**config.mk**
```make
export PLATFORM = sky130hd
export DESIGN_NAME = readout_seq
export DESIGN_NICKNAME = d
export VERILOG_FILES = /design/src/rtl/readout_seq_pkg.sv /design/src/rtl/readout_seq_phase_timer.sv /design/src/rtl/readout_seq.sv
export SDC_FILE = /design/constraint.sdc
export NUM_CORES = 1
export LEC_CHECK = 0
export CAP_MARGIN = 0
export CORE_MARGIN = 2
export CORE_UTILIZATION = 48
export CTS_CLUSTER_DIAMETER = 100
export CTS_CLUSTER_SIZE = 28
export DETAILED_ROUTE_END_ITERATION = 6
export GPL_ROUTABILITY_DRIVEN = 0
export HOLD_SLACK_MARGIN = 0.1
export PLACE_DENSITY = 0.73
export SYNTH_ARGS = -nofsm -noshare
export SYNTH_HDL_FRONTEND = slang
export SYNTH_SLANG_ARGS = --single-unit
```
**constraint.sdc**
```tcl
create_clock -name CLK -period 6.05 [get_ports CLK]
set_clock_uncertainty 0.15 [all_clocks]
set_input_delay 0.605 -clock CLK [delete_from_list [all_inputs] [get_ports CLK]]
set_output_delay 0.605 -clock CLK [all_outputs]
set_load 0.05 [all_outputs]
```
**src/rtl/readout_seq_pkg.sv**
```systemverilog
// Shared types and helpers for the row-readout sequencer.
package readout_seq_pkg;

    localparam int unsigned ROW_W_DEF = 9;
    localparam int unsigned T_W_DEF   = 16;

    typedef enum logic [2:0] {
        IDLE   = 3'd0,
        PRECH  = 3'd1,
        SAMPR  = 3'd2,
        SETTLE = 3'd3,
        SAMPS  = 3'd4,
        READ   = 3'd5,
        GAP    = 3'd6,
        DONE   = 3'd7
    } seq_state_e;

    // Durations and row counts of zero behave as one.
    function automatic logic [31:0] clamp_one(input logic [31:0] v);
        return (v == 32'd0) ? 32'd1 : v;
    endfunction

endpackage

```
**src/rtl/readout_seq_phase_timer.sv**
```systemverilog
// Down-counting phase timer; last is high on the final cycle of a loaded phase.
module readout_seq_phase_timer #(
    parameter int unsigned T_W = 16
) (
    input  logic           clk,
    input  logic           rst_n,
    input  logic           load,
    input  logic [T_W-1:0] load_val,
    output logic           last
);

    logic [T_W-1:0] cnt_q;

    // load_val is already clamped to >= 1, so the count never wraps.
    always_ff @(posedge clk or negedge rst_n) begin
        if (!rst_n) begin
            cnt_q <= '0;
            last  <= 1'b0;
        end else if (load) begin
            cnt_q <= load_val;
            last  <= (load_val == T_W'(1));
        end else if (cnt_q != '0) begin
            cnt_q <= cnt_q - T_W'(1);
            last  <= (cnt_q == T_W'(2));
        end
    end

endmodule

```
**src/rtl/readout_seq.sv**
```systemverilog
// Row-readout sequencer: on trigger, walks ROWADD over the frame and drives
// the per-row column strobes, holding re_busy for the whole frame.
module readout_seq
    import readout_seq_pkg::*;
#(
    parameter int unsigned ROW_W = ROW_W_DEF,
    parameter int unsigned T_W   = T_W_DEF
) (
    input  logic             CLK,
    input  logic             rst_n,
    input  logic             trigger_i,
    input  logic [ROW_W-1:0] NUM_ROW,
    input  logic [T_W-1:0]   T1,
    input  logic [T_W-1:0]   T2,
    input  logic [T_W-1:0]   T3,
    input  logic [T_W-1:0]   T4,
    input  logic [T_W-1:0]   T5,
    input  logic [T_W-1:0]   T6,
    output logic             re_busy,
    output logic [ROW_W-1:0] ROWADD,
    output logic             PRECH_COL,
    output logic             SAMP_R,
    output logic             SAMP_S,
    output logic             READ_S,
    output logic             MUX_START,
    output logic             frame_done,
    output logic             overrun
);

    seq_state_e       state_q, state_d;
    logic [ROW_W-1:0] row_d;
    logic [ROW_W-1:0] num_q;
    logic [T_W-1:0]   t1_q, t2_q, t3_q, t4_q, t5_q, t6_q;
    logic             pending_q;
    logic             capture_c;
    logic             load_c;
    logic [T_W-1:0]   load_val_c;
    logic             phase_last;

    readout_seq_phase_timer #(.T_W(T_W)) u_timer (
        .clk      (CLK),
        .rst_n    (rst_n),
        .load     (load_c),
        .load_val (load_val_c),
        .last     (phase_last)
    );

    // State register.
    always_ff @(posedge CLK or negedge rst_n) begin
        if (!rst_n) state_q <= IDLE;
        else        state_q <= state_d;
    end

    // Next state, row advance and timer reload.
    always_comb begin
        state_d    = state_q;
        row_d      = ROWADD;
        capture_c  = 1'b0;
        load_c     = 1'b0;
        load_val_c = '0;
        case (state_q)
            IDLE: begin
                if (trigger_i || pending_q) begin
                    state_d    = PRECH;
                    row_d      = '0;
                    capture_c  = 1'b1;
                    load_c     = 1'b1;
                    load_val_c = T_W'(clamp_one(32'(T1)));
                end
            end
            PRECH:  if (phase_last) begin state_d = SAMPR;  load_c = 1'b1; load_val_c = t2_q; end
            SAMPR:  if (phase_last) begin state_d = SETTLE; load_c = 1'b1; load_val_c = t3_q; end
            SETTLE: if (phase_last) begin state_d = SAMPS;  load_c = 1'b1; load_val_c = t4_q; end
            SAMPS:  if (phase_last) begin state_d = READ;   load_c = 1'b1; load_val_c = t5_q; end
            READ:   if (phase_last) begin state_d = GAP;    load_c = 1'b1; load_val_c = t6_q; end
            GAP: begin
                if (phase_last) begin
                    if (ROWADD == num_q - ROW_W'(1)) begin
                        state_d = DONE;
                    end else begin
                        state_d    = PRECH;
                        row_d      = ROWADD + ROW_W'(1);
                        load_c     = 1'b1;
                        load_val_c = t1_q;
                    end
                end
            end
            DONE:    state_d = IDLE;
            default: state_d = IDLE;
        endcase
    end

    // Frame parameters are frozen at acceptance.
    always_ff @(posedge CLK or negedge rst_n) begin
        if (!rst_n) begin
            num_q <= '0;
            t1_q  <= '0;
            t2_q  <= '0;
            t3_q  <= '0;
            t4_q  <= '0;
            t5_q  <= '0;
            t6_q  <= '0;
        end else if (capture_c) begin
            num_q <= ROW_W'(clamp_one(32'(NUM_ROW)));
            t1_q  <= T_W'(clamp_one(32'(T1)));
            t2_q  <= T_W'(clamp_one(32'(T2)));
            t3_q  <= T_W'(clamp_one(32'(T3)));
            t4_q  <= T_W'(clamp_one(32'(T4)));
            t5_q  <= T_W'(clamp_one(32'(T5)));
            t6_q  <= T_W'(clamp_one(32'(T6)));
        end
    end

    // Triggers while busy collapse into one queued frame and flag overrun.
    always_ff @(posedge CLK or negedge rst_n) begin
        if (!rst_n) begin
            pending_q <= 1'b0;
            overrun   <= 1'b0;
        end else begin
            if (state_q == IDLE && state_d == PRECH) pending_q <= 1'b0;
            else if (trigger_i && state_q != IDLE)  pending_q <= 1'b1;
            if (trigger_i && state_q != IDLE) overrun <= 1'b1;
        end
    end

    // Registered outputs decoded from the next state.
    always_ff @(posedge CLK or negedge rst_n) begin
        if (!rst_n) begin
            re_busy    <= 1'b0;
            ROWADD     <= '0;
            PRECH_COL  <= 1'b0;
            SAMP_R     <= 1'b0;
            SAMP_S     <= 1'b0;
            READ_S     <= 1'b0;
            MUX_START  <= 1'b0;
            frame_done <= 1'b0;
        end else begin
            re_busy    <= (state_d != IDLE);
            ROWADD     <= row_d;
            PRECH_COL  <= (state_d == PRECH);
            SAMP_R     <= (state_d == SAMPR);
            SAMP_S     <= (state_d == SAMPS);
            READ_S     <= (state_d == READ);
            MUX_START  <= (state_d == READ) && (state_q != READ);
            frame_done <= (state_d == DONE);
        end
    end

endmodule
```
---- Yosys cells after proc, flatten, opt, wreduce, memory -nomap -nowiden ----
Index checks and enable logic that the tools add are counted.
storage, ports and cells
  logic and storage cells ................. 103
  register bits after elaboration ......... 143
cells by class
  muxes and demuxes ....................... 41
  reductions and logical operators ........ 20
  eq/ne operators ......................... 19
  add/sub/neg operators ................... 3
operators by type and width
  kind                   count
  $mux 16                16
  $pmux 16 s7            1
  $logic_not 16->1       6
  $mux 9                 4
  $mux 3                 8
  $pmux 3 s8             1
  $eq 3x3->1 const B     7
  $pmux 9 s2             1
  $eq 16x1->1 const B    1
  $eq 16x2->1 const B    1
  $reduce_bool 16->1     1
  $sub 16x1->16 const B  1
  $add 9x1->9 const B    1
  $eq 3x2->1 const B     3
  $eq 9x9->1             1
  $logic_not 9->1        1
  $mux 1                 9
  $sub 9x1->9 const B    1
  $eq 3x1->1 const B     2
  $reduce_bool 2->1      3
  $reduce_bool 3->1      2
  $reduce_or 5->1        1
  $ne 2x2->1 const B     2
  $reduce_and 4->1       1
  6 further kinds        8

---- Logic depth before layout (Yosys ltp) ----
  depth after elaboration ................. 8
  gate-level depth with buffers ........... 10

---- Cells and area by module ----
Synthesis repeated with hierarchy kept, for this count alone.
second synthesis, totals
  cells, all modules ...................... 828
  area total of the unflattened synthesis .. 7168.1 um^2
by module, submodules not included
  module                   area each (um^2)  times used  cells an instance
  readout_seq              6069.6            1           720
  readout_seq_phase_timer  1098.6            1           108

---- Least setup slack after synthesis ----
Ideal clock, no wire load.
  kind .................................... flip-flop to flip-flop
  from .................................... register ROWADD[2]
  to ...................................... register u_timer.cnt_q[1]
  required time ........................... 5.768 ns
  library setup time ...................... 0.132 ns
  cell stages (with the launch flop) ...... 10
  slack ................................... 3.399 ns
  arrival ................................. 2.370 ns
  period minus slack after synthesis ...... 2.651 ns
  path through ............................ dfrtp_1 > buf_4 > nand2_1 > o31a_1 > nor4_2 > o211ai_4 > o21a_4 > buf_6 > a221oi_2 > o22ai_1
on the way
  longest elaborated chain between the ends .. 5
  elaborated cells on any way between the ends .. 9
  those cells by class .................... eq/ne: 1; mux: 7; reduce/logical: 1
ends and longest elaborated chain
  what                                          line                           RTL
  start: declaration                            readout_seq.sv:20              output logic [ROW_W-1:0] ROWADD,
  start signal: assignment                      readout_seq.sv:139             ROWADD <= row_d;
  $eq 9x9->1 *                                  readout_seq.sv:78              if (ROWADD == num_q - ROW_W'(1)) begin
  $mux 16 or $mux 1 (tied branches)             readout_seq.sv:78
  $mux 16 or $mux 1 (tied branches)             readout_seq.sv:77              if (phase_last) begin
  $pmux 16 s7 or $pmux 1 s3 (tied branches)     readout_seq.sv:61              case (state_q)
  $mux 16 or $reduce_bool 2->1 (tied branches)  --
  end signal: assignment                        readout_seq_phase_timer.sv:20  cnt_q <= load_val;
  end signal: assignment                        readout_seq_phase_timer.sv:23  cnt_q <= cnt_q - T_W'(1);
  end: declaration                              readout_seq_phase_timer.sv:12  logic [T_W-1:0] cnt_q;
Every way passes the cells marked *; elsewhere a longest branch is shown, timed or not.
A chain may end at the register's enable or synchronous reset.

---- Final worst setup path ----
  from .................................... register state_q[1]
  to ...................................... register u_timer.last
on the way
  longest elaborated chain between the ends .. 4
  elaborated cells on any way between the ends .. 13
  those cells by class .................... eq/ne: 7; mux: 3; reduce/logical: 3
ends and longest elaborated chain
  what                                            line                                              RTL
  start: declaration                              readout_seq.sv:30                                 seq_state_e state_q, state_d;
  start signal: assignment                        readout_seq.sv:51                                 else state_q <= state_d;
  $eq 3x3->1 (tied with other cells)              readout_seq.sv:61
  $pmux 16 s7 or $reduce_or 5->1 (tied branches)  --
  $eq 16x1->1 or $pmux 1 s3 (tied branches)       readout_seq_phase_timer.sv:21, readout_seq.sv:61
  $mux 1 or $reduce_bool 2->1 (tied branches)     --
  end signal: assignment                          readout_seq_phase_timer.sv:21                     last <= (load_val == T_W'(1));
  end signal: assignment                          readout_seq_phase_timer.sv:24                     last <= (cnt_q == T_W'(2));
  end: declaration                                readout_seq_phase_timer.sv:9                      output logic last
Several ways; a longest one is shown, not always the timed one.

==> reports/results.md <==
- outcome: complete, no violations
- final std cell area, no fill: 9480 µm²
- most common library cell in the layout ignoring fill and taps: sky130_fd_sc_hd__nand2_1
- vertical die dimension: 129 µm
- buffer type at the clock tree root: sky130_fd_sc_hd__clkbuf_16
- DRC violations left: 0
- post-synthesis net count: 971
- headroom to the max-slew limit: 27.2%
- Vias/cell: 5.81
- number of max-slew violations in the final report: 0
- antenna violation net count after detailed routing: 0
- CP Launch Type: flop
- count of clock tree sinks: 143
- layout cell share with drive strength beyond 1: 5.95%
- horizontal die dimension: 129 µm
- Initial DRT Pass Iterations: 5
- layout net count: 1074
- sequential share of the synthesized area: 47.8%
- RSZ-0062 raised after global routing: false
- power consumption: 0.00250 W
- synthesis-to-finish area growth: 26.7%
- Wirelength per Cell: 18.1 µm
- TritonCTS clock tree: yes
- critical path class: flop to flop
- storage element area: 3580 µm²
- crit-path max FO: 74
- critical path required time: 6.20 ns
- maximum number of buffers from clock root to sink: 2
- row count: 45
- f_max: 263 MHz
- Worst Hold Path Cells: 1
- core area: 15200 µm²
- first-pass GRT wire length: 33.7 mm
- most frequently used flop master after synthesis: sky130_fd_sc_hd__dfrtp_1
- flip-flop and latch count after synthesis: 143
- # fillers: 1301
- post-place instance area: 8800 µm²
- startpoint of the most critical hold path: overrun$_DFFE_PN0P_
- H-tree depth reported by CTS: 4
- overall global routing resource usage: 26.3%
- Setup Buffers After CTS: 0
- critical path launch point: state_q[1]$_DFF_PN0_
- most used cells in the layout excluding fill and tap cells: sky130_fd_sc_hd__nand2_1, sky130_fd_sc_hd__dfrtp_1, sky130_fd_sc_hd__clkdlybuf4s50_1
- Worst Tran Pin Value: 1.09 ns
- asr flop ratio synth: 100%
- final antenna diode count: 0
- post-detailed-placement half-perimeter wirelength: 14.9 mm
- Starting Density: 49.3%
- top-level port count: 125
- Syn Inst Count: 859
- Final TNS setup: 0 ns
- number of enable-type register cells in the synthesized netlist: 0
- clock period minus worst slack: 3.80 ns
- number of unique standard cell types used by synthesis: 66
- total power per unit cell area: 264 nW/µm²
- number of global-route vias before repair: 6471
- area enclosed by the die boundary: 16600 µm²
- number of antenna violations at the first check in global routing: 0
- highest ir drop seen on vdd: 0.000207 V
- Reg2Reg Launch Point: state_q[1]$_DFF_PN0_
- total global routing overflow: 0
- Synth Area per Inst: 8.72 µm²
- multi-input gate area in the final layout: 3660 µm²
- buffers added on ports: 124
- class of the worst hold path: flop to flop
- # setup viols final: 0
- Clk pin slew, worst setup/hold paths: 0.06 ns
- maximum number of pins on one net before global-route repair: 75
- number of DRC markers in iteration 0: 678
- data arrival time of the worst path: 3.95 ns
- number of failing hold endpoints at the final stage: 0
- Netlist Area Pre-Place: 7490 µm²
- synthesis warning total: 0
- fraction of the core area covered by cells at the end of the flow: 62.4%
- number of buffers created by CTS: 17
- leak pwr: 4.36 nW
- Final Cycle Share: 62.7%
- Clock Latency Late Sink: 0.43 ns
- endpoint type of the worst setup path: flop
- Maximum Capacitance Violations: 0
- total number of vias: 6757
- worst-case reg-to-reg path depth: 8
- drt total wl: 21.1 mm
cell usage after synthesis (3+ instances only):
library cell | number | area, µm²
sky130_fd_sc_hd__o2bb2ai_1 | 7 | 61.3
sky130_fd_sc_hd__and2_1 | 3 | 18.8
sky130_fd_sc_hd__xor2_1 | 11 | 96.3
sky130_fd_sc_hd__ha_1 | 4 | 50.1
sky130_fd_sc_hd__dfrtp_1 | 143 | 3580
sky130_fd_sc_hd__a22oi_1 | 8 | 60.1
sky130_fd_sc_hd__a22o_1 | 10 | 87.6
sky130_fd_sc_hd__a211o_1 | 4 | 35.0
sky130_fd_sc_hd__nor2b_1 | 7 | 43.8
sky130_fd_sc_hd__o221ai_1 | 8 | 70.1
sky130_fd_sc_hd__buf_1 | 4 | 15.0
sky130_fd_sc_hd__a41oi_1 | 6 | 52.6
sky130_fd_sc_hd__buf_2 | 14 | 70.1
sky130_fd_sc_hd__a21boi_1 | 6 | 45.0
sky130_fd_sc_hd__xnor2_1 | 9 | 78.8
sky130_fd_sc_hd__a211oi_1 | 4 | 30.0
sky130_fd_sc_hd__nor3b_1 | 6 | 45.0
sky130_fd_sc_hd__o21ai_0 | 12 | 60.1
sky130_fd_sc_hd__nor4_1 | 28 | 175
sky130_fd_sc_hd__inv_1 | 11 | 41.3
sky130_fd_sc_hd__nand3_1 | 15 | 75.1
sky130_fd_sc_hd__nor3_1 | 18 | 90.1
sky130_fd_sc_hd__nand2b_1 | 5 | 31.3
sky130_fd_sc_hd__mux2i_1 | 21 | 210
sky130_fd_sc_hd__nand4_1 | 9 | 56.3
sky130_fd_sc_hd__clkbuf_1 | 24 | 90.1
sky130_fd_sc_hd__nand3b_1 | 4 | 30.0
sky130_fd_sc_hd__a21oi_1 | 30 | 150
sky130_fd_sc_hd__a21o_1 | 9 | 67.6
sky130_fd_sc_hd__nor2_1 | 38 | 143
sky130_fd_sc_hd__a221oi_1 | 8 | 70.1
sky130_fd_sc_hd__buf_6 | 3 | 33.8
sky130_fd_sc_hd__nand2_1 | 318 | 1190
sky130_fd_sc_hd__mux2_2 | 4 | 45.0
sky130_fd_sc_hd__a31oi_1 | 3 | 18.8
sky130_fd_sc_hd__o211ai_1 | 8 | 60.1
cell families (layout without fill, tap and decap cells):
kind of cell | count (synthesis) | count (layout) | synth area share, %
AOI/OAI and AO/OA | 146 | 146 | 15.2
xor gates and xnor gates | 20 | 20 | 2.34
adders and majority gates | 4 | 4 | 0.668
buffers and inverters | 58 | 174 | 3.54
DFF | 143 | 143 | 47.8
muxes | 25 | 25 | 3.41
and+or+nand+nor | 463 | 463 | 27.1
state kept, by name (all words and copies together), names as in the netlist, 3 cells and up:
signal         cells
state_q            3
t3_q              16
t1_q              16
num_q              9
u_timer.cnt_q     16
ROWADD             9
t6_q              16
t2_q              16
t5_q              16
t4_q              16
final timing paths:
| kind | to | slack (ns) |
|---|---|---|
| worst max-delay path | u_timer.last$_DFFE_PN0P_ | 2.25 |
| worst min-delay path | overrun$_DFFE_PN0P_ | 0.31 |
| worst min register to register | overrun$_DFFE_PN0P_ | 0.31 |
| max in group asynchronous | t6_q[3]$_DFFE_PN0P_ | 3.80 |
| min in group asynchronous | ROWADD[4]$_DFFE_PN0P_ | 0.63 |
| worst max register to register | u_timer.last$_DFFE_PN0P_ | 2.25 |
cell type report:
type	count	area share, %
Multi-Input combinational cell	658	38.6
Tap cell	188	2.48
Sequential cell	143	37.7
Inverter	11	0.435
Timing Repair Buffer	131	13.7
Clock inverter	12	2.15
Clock buffer	20	4.92
what timing repair did:
item,CTS,global route
gates resized for setup,0,0
hold buffers,1,0
endpoints found under the hold margin,71,0
setup endpoints to repair,0,0
power breakdown:
group          switching [W]  internal, W  total [W]
clock               0.000416     0.000767    0.00118
combinational       0.000119     0.000127   0.000247
sequential         0.0000579      0.00102    0.00107
total               0.000594      0.00191    0.00250
worst max-delay path, cell delays in order (launching register included):
cell and delay [ns]:
sky130_fd_sc_hd__dfrtp_1 0.66, sky130_fd_sc_hd__or3_1 0.68, sky130_fd_sc_hd__nor2_4 0.74, sky130_fd_sc_hd__buf_4 0.73, sky130_fd_sc_hd__a221oi_1 0.25, sky130_fd_sc_hd__nand2_1 0.13
sky130_fd_sc_hd__nor4_1 0.05, sky130_fd_sc_hd__nand3_1 0.15, sky130_fd_sc_hd__o32ai_2 0.10
per-stage QoR:
| step | hold WS (ns) | setup WS [ns] | std cells |
|---|---|---|---|
| final | 0.307 | 2.25 | 1163 |
| after global routing | 0.327 | 2.04 | 1163 |
| after CTS | 0.311 | 2.31 | 1163 |
| after detailed placement | 0.298 | 2.34 | 1130 |
| after global placement | 0.303 | 2.42 | 1130 |
| after floorplan | 0.159 | 3.40 | 859 |
per-layer routing:
layer	vias to the layer above	track usage, %	share of wire (%)
li1	3201	-	-
met1	3258	37.8	46
met2	256	38.9	45
met3	42	5.07	5.8
met4	0	11.6	3.5
met5	-	0	0
Note: power is estimated with default switching activity, not from simulation.
